**src/rtl/csi2tx_nlane_ldl.sv**
```systemverilog
// CSI-2 TX lane distribution: spreads each packet over 1..LANES PPI lanes with per-lane HS request masks.
// Optional macro CSI2TX_LDL_READY_ALL_EN: beat acceptance waits for txreadyhs on every requested lane.
module csi2tx_nlane_ldl #(
  parameter int LANES = 8,
  parameter int WC_W  = 17,
  parameter int HXW   = 8,
  parameter int LW    = $clog2(LANES + 1)
) (
  input  logic                 txbyteclkhs,
  input  logic                 txbyteclkhs_rst,
  input  logic                 tinit_start,
  input  logic                 forcetxstopmode,
  input  logic [LW-1:0]        active_lanes,
  input  logic                 enable_hs_transmission,
  input  logic                 csi_byte_fifo_empty,
  input  logic [8*LANES-1:0]   fifo_rd_data,
  input  logic                 short_packet,
  input  logic [WC_W-1:0]      pkt_byte_cnt,
  input  logic [HXW-1:0]       hs_exit_cycles,
  input  logic [LANES-1:0]     txreadyhs,
  input  logic                 stop_state_dl,
  output logic                 fifo_rd_en,
  output logic                 header_info,
  output logic [8*LANES-1:0]   txdatahs,
  output logic [LANES-1:0]     txrequesths,
  output logic                 hs_exit_active,
  output logic                 tx_done,
  output logic                 lane_cfg_err
);

  typedef enum logic [2:0] {
    S_IDLE, S_RD_HDR, S_DLY, S_REQ_HS, S_STOP, S_HS_EXIT
  } state_t;

  state_t            state_q, state_d;
  logic [LW-1:0]     act_q, act_d;
  logic [WC_W-1:0]   rem_q, rem_d;
  logic [HXW-1:0]    cnt_q, cnt_d;
  logic [LANES-1:0]  req_q, req_d;

  logic              rdy;
  logic              accept;
  logic              last_beat;
  logic [WC_W-1:0]   n_cur;
  logic [WC_W-1:0]   rem_after;
  logic [WC_W-1:0]   rem_load;

  // Lowest min(rem, act) lanes are requested.
  function automatic logic [LANES-1:0] lane_mask(input logic [WC_W-1:0] rem,
                                                 input logic [LW-1:0]   act);
    logic [WC_W-1:0] n;
    lane_mask = '0;
    n = (rem < WC_W'(act)) ? rem : WC_W'(act);
    for (int i = 0; i < LANES; i++) begin
      lane_mask[i] = (WC_W'(i) < n);
    end
  endfunction

`ifdef CSI2TX_LDL_READY_ALL_EN
  assign rdy = &(txreadyhs | ~req_q);
`else
  logic ready_unused;
  assign ready_unused = ^txreadyhs;
  assign rdy = txreadyhs[0];
`endif

  assign n_cur     = (rem_q < WC_W'(act_q)) ? rem_q : WC_W'(act_q);
  assign rem_after = rem_q - n_cur;
  assign last_beat = (rem_q == n_cur);
  assign accept    = (state_q == S_REQ_HS) && req_q[0] && rdy;
  assign rem_load  = short_packet ? WC_W'(4) :
                     ((pkt_byte_cnt == '0) ? WC_W'(1) : pkt_byte_cnt);

  always_comb begin
    state_d      = state_q;
    act_d        = act_q;
    rem_d        = rem_q;
    cnt_d        = cnt_q;
    req_d        = req_q;
    fifo_rd_en   = 1'b0;
    header_info  = 1'b0;
    lane_cfg_err = 1'b0;
    if (txbyteclkhs_rst || !tinit_start || forcetxstopmode) begin
      state_d = S_IDLE;
      req_d   = '0;
      rem_d   = '0;
      cnt_d   = '0;
    end else begin
      case (state_q)
        S_IDLE: begin
          if (enable_hs_transmission && !csi_byte_fifo_empty) begin
            if (active_lanes != '0 && active_lanes <= LW'(LANES)) begin
              state_d = S_RD_HDR;
              act_d   = active_lanes;
            end else begin
              lane_cfg_err = 1'b1;
            end
          end
        end
        S_RD_HDR: begin
          fifo_rd_en = 1'b1;
          state_d    = S_DLY;
        end
        S_DLY: begin
          header_info = 1'b1;
          rem_d       = rem_load;
          req_d       = lane_mask(rem_load, act_q);
          state_d     = S_REQ_HS;
        end
        S_REQ_HS: begin
          if (accept) begin
            rem_d = rem_after;
            if (last_beat) begin
              req_d   = '0;
              state_d = S_STOP;
            end else begin
              req_d      = lane_mask(rem_after, act_q);
              fifo_rd_en = 1'b1;
            end
          end
        end
        S_STOP: begin
          if (stop_state_dl) begin
            cnt_d   = hs_exit_cycles;
            state_d = S_HS_EXIT;
          end
        end
        S_HS_EXIT: begin
          if (cnt_q == '0) state_d = S_IDLE;
          else             cnt_d   = cnt_q - 1'b1;
        end
        default: state_d = S_IDLE;
      endcase
    end
  end

  always_ff @(posedge txbyteclkhs) begin
    if (txbyteclkhs_rst) begin
      state_q <= S_IDLE;
      act_q   <= '0;
      rem_q   <= '0;
      cnt_q   <= '0;
      req_q   <= '0;
    end else begin
      state_q <= state_d;
      act_q   <= act_d;
      rem_q   <= rem_d;
      cnt_q   <= cnt_d;
      req_q   <= req_d;
    end
  end

  for (genvar gi = 0; gi < LANES; gi++) begin : g_lane
    assign txdatahs[8*gi +: 8] = req_q[gi] ? fifo_rd_data[8*gi +: 8] : 8'h00;
  end

  assign txrequesths    = req_q;
  assign tx_done        = (state_q == S_STOP);
  assign hs_exit_active = (state_q == S_HS_EXIT);

endmodule

```
**config.mk**
```make
export PLATFORM = sky130hd
export DESIGN_NAME = csi2tx_nlane_ldl
export DESIGN_NICKNAME = d
export VERILOG_FILES = /design/src/rtl/csi2tx_nlane_ldl.sv
export SDC_FILE = /design/constraint.sdc
export NUM_CORES = 1
export LEC_CHECK = 0
export ABC_AREA = 1
export ABC_CLOCK_PERIOD_IN_PS = 6950
export BUFFER_PORTS_ARGS = -buffer_cell sky130_fd_sc_hd__buf_2
export CAP_MARGIN = 20
export CORE_MARGIN = 8
export CORE_UTILIZATION = 35
export DETAILED_ROUTE_END_ITERATION = 10
export GPL_TIMING_DRIVEN = 0
export REMOVE_ABC_BUFFERS = 1
export SLEW_MARGIN = 10
export SYNTH_ARGS = -nofsm -noshare
export SYNTH_HDL_FRONTEND = slang
export SYNTH_SLANG_ARGS = --single-unit
```
**constraint.sdc**
```tcl
create_clock -name txbyteclkhs -period 6.95 [get_ports txbyteclkhs]
set_clock_uncertainty 0.2 [all_clocks]
set_input_delay 0.3475 -clock txbyteclkhs [delete_from_list [all_inputs] [get_ports txbyteclkhs]]
set_output_delay 0.3475 -clock txbyteclkhs [all_outputs]
set_load 0.1 [all_outputs]
```
# Yosys cells after proc, flatten, opt, wreduce, memory -nomap -nowiden
# Cells that the tools add are included.
[totals]
reg_bits = 40
inputBits = 109
out_inout_bits = 77
elab_cells = 98
[op_classes]
n_addsub = 2
magnitude_cmp = 20
n_eq_ne = 13
muxes = 38
bitwise = 1
n_reduce_logical = 19
[ops]
columns = ["op", "n"]
rows = [
  ["< comparator 3 x 17 -> 1 bit, first input constant", 8],
  ["two-way mux 17 bit", 6],
  ["two-way mux 8 bit", 12],
  ["< comparator 1 x 17 -> 1 bit, first input constant", 4],
  ["< comparator 2 x 17 -> 1 bit, first input constant", 4],
  ["< comparator 17 x 4 -> 1 bit", 3],
  ["case mux 17 bit (2 select lines)", 1],
  ["case mux 8 bit (2 select lines)", 2],
  ["two-way mux 3 bit", 6],
  ["case mux 3 bit (6 select lines)", 1],
  ["equality test 17 bit", 1],
  ["logical NOT 17 bit", 1],
  ["subtractor 17 bit", 1],
  ["!= test 2 bit, second input constant", 6],
  ["two-way mux 1 bit", 9],
  ["logical NOT 8 bit", 1],
  ["subtractor 8 x 1 -> 8 bit, second input constant", 1],
  ["equality test 3 x 2 -> 1 bit, second input constant", 2],
  ["equality test 3 bit, second input constant", 2],
  ["AND reduction 6 bit", 1],
  ["less-or-equal comparator 4 bit, second input constant", 1],
  ["logical AND 1 bit", 4],
  ["AND reduction 4 bit", 1],
  ["nonzero test 2 bit", 2],
  ["11 further kinds", 13],
]

# Depth between registers and ports, before layout
[logic_depth]
word_depth = 9
mapped_depth = 30
depth_no_buf = 30

# Least setup slack after synthesis
# Ideal clock, no wire load.
[synth_path]
path_type = "register -> output"
from = "register act_q[2]"
to = "output fifo_rd_en"
arrival_ns = 3.430
required_ns = 6.403
setup_slack_ns = 2.972
path_stages_with_launch = 16
n_path_buf = 0
cell_sequence = "dfxtp_1 -> inv_1 -> ha_1 -> a21oi_1 -> o21ai_0 -> nand3_1 -> nand4_1 -> nand2_1 -> o21a_1 -> inv_1 -> ha_1 -> nand2_1 -> nor3_1 -> nand3_1 -> nand2_1 -> a21oi_1"
[synth_via]
elab_chain_len = 7
[synth_lines]
columns = ["element", "line_no", "rtl"]
rows = [
  ["from (decl)", "36", "logic [LW-1:0] act_q, act_d;"],
  ["from (signal assigned)", "146", "act_q <= act_d;"],
  ["< comparator 17 x 4 -> 1 bit", "67", "assign n_cur = (rem_q < WC_W'(act_q)) ? rem_q : WC_W'(act_q);"],
  ["two-way mux 17 bit *", "67", ""],
  ["equality test 17 bit *", "69", "assign last_beat = (rem_q == n_cur);"],
  ["two-way mux 1 bit *", "113", "if (last_beat) begin"],
  ["two-way mux 1 bit *", "111", "if (accept) begin"],
  ["case mux 1 bit (2 select lines) *", "89", "case (state_q)"],
  ["two-way mux 1 bit *", "83", "if (txbyteclkhs_rst || !tinit_start || forcetxstopmode) begin"],
  ["to (decl)", "22", "output logic fifo_rd_en,"],
]
# Mark *: on every way between the ends. The rest lies on a longest branch, timed or not.

# Worst setup path after layout
[layout_path]
from = "register act_q[2]"
to = "register req_q[4] (netlist: txrequesths[4])"
[layout_via]
elab_chain_len = 9
word_cells_on_any_way = 13
cone_classes = "1 x add/sub; 5 x order compare; 1 x eq/ne; 6 x mux"
[layout_lines]
columns = ["element", "line_no", "rtl"]
rows = [
  ["< comparator 17 x 4 -> 1 bit", "67", ""],
  ["two-way mux 17 bit", "67", ""],
  ["subtractor 17 bit", "68", "assign rem_after = rem_q - n_cur;"],
  ["< comparator 17 x 4 -> 1 bit", "53", "n = (rem < WC_W'(act)) ? rem : WC_W'(act);"],
  ["two-way mux 17 bit", "53", ""],
  ["< comparator 3 x 17 -> 1 bit", "55", "lane_mask[i] = (WC_W'(i) < n);"],
  ["two-way mux 8 bit", "113", ""],
  ["two-way mux 8 bit", "111", ""],
  ["case mux 8 bit (2 select lines) *", "89", ""],
  ["to (signal assigned)", "149", "req_q <= req_d;"],
  ["to (decl)", "39", "logic [LANES-1:0] req_q, req_d;"],
]
# Mark *: on every way between the ends. The rest lies on a longest branch, timed or not. The select of a mux whose other input is x is not followed.
# A chain may end at the register's enable or synchronous reset.

==> flow_summary.ini <==
[min_path]
hold_class = in2reg
worstHoldStart = txbyteclkhs_rst

[power_and_ir_drop]
p_int_uw = 409
cellLeakagePower_nw = 3.27
power-per-cell-area_mw_per_mm2 = 120
ir_worst_vdd_uv = 76.9
p_total_uw = 601
switchingPower_uw = 192
seq_power_share = 0.384
power.share.switching = 0.319
combPwrFrac = 0.266
pwr-share-clk = 0.350

[flow_run]
cap_violations = 0

[clocking]
clock-root-buffer = clkbuf_8
htreeDepth = 2
clk_latency_ns = 0.31
cts_made_buffers = 5
cts_tree = done
cts_hold_buf = 0
cts.sinks = 40
cts_resized = 0
postCtsSetupRepairBufs = 0
clockBufferDepth = 2
clk_pin_slew_ns = 0.09

[logic_synthesis]
syn_area_per_cell_um2 = 5.52
yosysWarningCount = 0
synth-edff-count = 0
synth_common_cells = 186 x nand2_1, 140 x inv_1, 72 x nor2_1
mappedNetlistArea_mm2 = 0.00387
synth_top_area_share = 0.207
synthDistinctLibCells = 38
async_flop_share = 0
synth_top_area_cell = dfxtp_1
synth-seq-area-share = 0.207
synth_cells = 701
ys_top_cells_by_area = dfxtp_1 21%, nand2_1 18%, inv_1 14%
synth_seq_cells = 40
synth_top_flop_cell = dfxtp_1
yosysMostFrequentCell = nand2_1

[route]
wl_per_cell_um = 13.6
drt_wl_total_um = 13700
viasPerCell = 4.74
first_pass_iters = 5
via_count = 4785
drtAntennaViolNets = 0
drcViolationCount = 0
drtIter0Drc = 279

[cells_and_area]
n_antenna_cell = 0
design_area_mm2 = 0.00501
fin_util = 0.464
stdcell_count = 1009
final_layout_size_suffix_gt1_frac = 0.250
nets = 993
area_growth_pct = 29.4
fillerInstances = 1218

[setup_path]
cpPeakStageDelay_ns = 0.42
required_ns = 6.94
rrSetupSlack_ns = 2.42
rr_startpoint = act_q[2]
crit_start = act_q[2]
path_buf_inv = 3
crit_family = simple AND/OR/NAND/NOR gates
cp_slowest_cell = ha_1
crit_top_cell = nand2_1
cp-end-kind = register
path_class = reg2reg
worst-path-max-fanout = 8
cp-start-kind = register
worstPathArrival_ns = 4.52

[timing]
hold_ws_ns = 0.0697
finalMaxSlewViolations = 0
setup_tns_ns = 0
worst_pin_slew_ns = 0.925
slew_headroom = 0.380
fin_ws_ns = 2.42
post-route-period-util = 0.651
setup_viol = 0
hold_viol_final = 0
rsz0062_at_grt = false
fmax_mhz = 221
period_minus_slack_ns = 4.53

[place]
place_area_mm2 = 0.00488
dpl.cell_count = 1000
portBuffers = 178
place_hpwl_um = 11300
place.gp.congestion = 0.906
pre_cts_ws_ns = 2.41

[grt]
grt-ovfl-total = 0
antenna_found_initial = 0
grt_start_max_net_pins = 37
grt_pass1_vias = 4529
grt_pass1_wl_um = 22100
grtUsageTotal = 0.181

[floorplan]
initial_core_util = 0.359
io-pin-count = 186
core-area_mm2 = 0.0108
die_h_um = 121
die_x_um = 121
rows = 38
dieArea_mm2 = 0.0147

[outcome]
status = completed
[path summary, 6_finish.rpt]
path / end / cells past startpoint
max: txrequesths[4] / 28
min: act_q[3] / 2
max reg2reg: txrequesths[4] / 28
min reg2reg: act_q[3] / 2
[final cells by class]
class                           count  area (um2)  area share
Multi-Input combinational cell    492        2440       0.487
Tap cell                          140         175      0.0350
Clock buffer                        6        82.6      0.0165
Inverter                          148         556       0.111
Sequential cell                    40         801       0.160
Timing Repair Buffer              181         917       0.183
Clock inverter                      2        38.8     0.00774
[flip-flops by register name (all words and copies together), names as in the netlist]
| register | cells |
|---|---|
| txrequesths | 8 |
| act_q | 4 |
| rem_q | 17 |
| state_q | 3 |
| cnt_q | 8 |
[worst reg2reg max path: cells and delay by family (launching register included)]
kind                       cells  cell delay [ns]
AOI/OAI and AO/OA              3             0.35
xor gates and xnor gates       1             0.19
adders and majority gates      3             0.90
buffers and inverters          3             0.35
DFF                            1             0.30
and+or+nand+nor               18             2.13
[kinds of logic after synthesis]
group,after synthesis,share of synthesized area
compound gates,123,0.176
xor+xnor,4,0.00905
fa+ha+maj,16,0.0537
buf+inv,169,0.164
flops,40,0.207
simple gates,349,0.390
[placed cells by master (no fill, tap or decap), types with 7 or more instances in the layout]
cell type | netlist | final
nand2_1 | 186 | 186
buf_2 | 1 | 178
inv_1 | 140 | 140
nor2_1 | 72 | 72
o21ai_0 | 57 | 57
nand3_1 | 48 | 48
dfxtp_1 | 40 | 40
a21oi_1 | 35 | 35
ha_1 | 15 | 15
a31oi_1 | 11 | 11
nand4_1 | 10 | 10
nand2_2 | 7 | 7
a211oi_1 | 7 | 7
[layer usage]
metal / routed length [um] / up-vias / GRT usage / part of all wire
met5: 0 / - / 0 / 0
met4: 225 / 0 / 0.0501 / 0.016
met3: 1230 / 14 / 0.0409 / 0.089
met2: 6400 / 173 / 0.316 / 0.47
met1: 5900 / 2064 / 0.217 / 0.43
li1: - / 2534 / - / -
[power groups by stage]
stage	Sequential, mW	Clock, mW	Combinational, mW
3_5_place_dp	0.236	0	0.159
4_1_cts	0.231	0.213	0.160
5_1_grt	0.231	0.223	0.184
3_3_place_gp	0.236	0	0.157
6_report	0.231	0.210	0.160
2_1_floorplan	0.236	0	0.101
No activity file was read; power rests on OpenSTA's default activity.
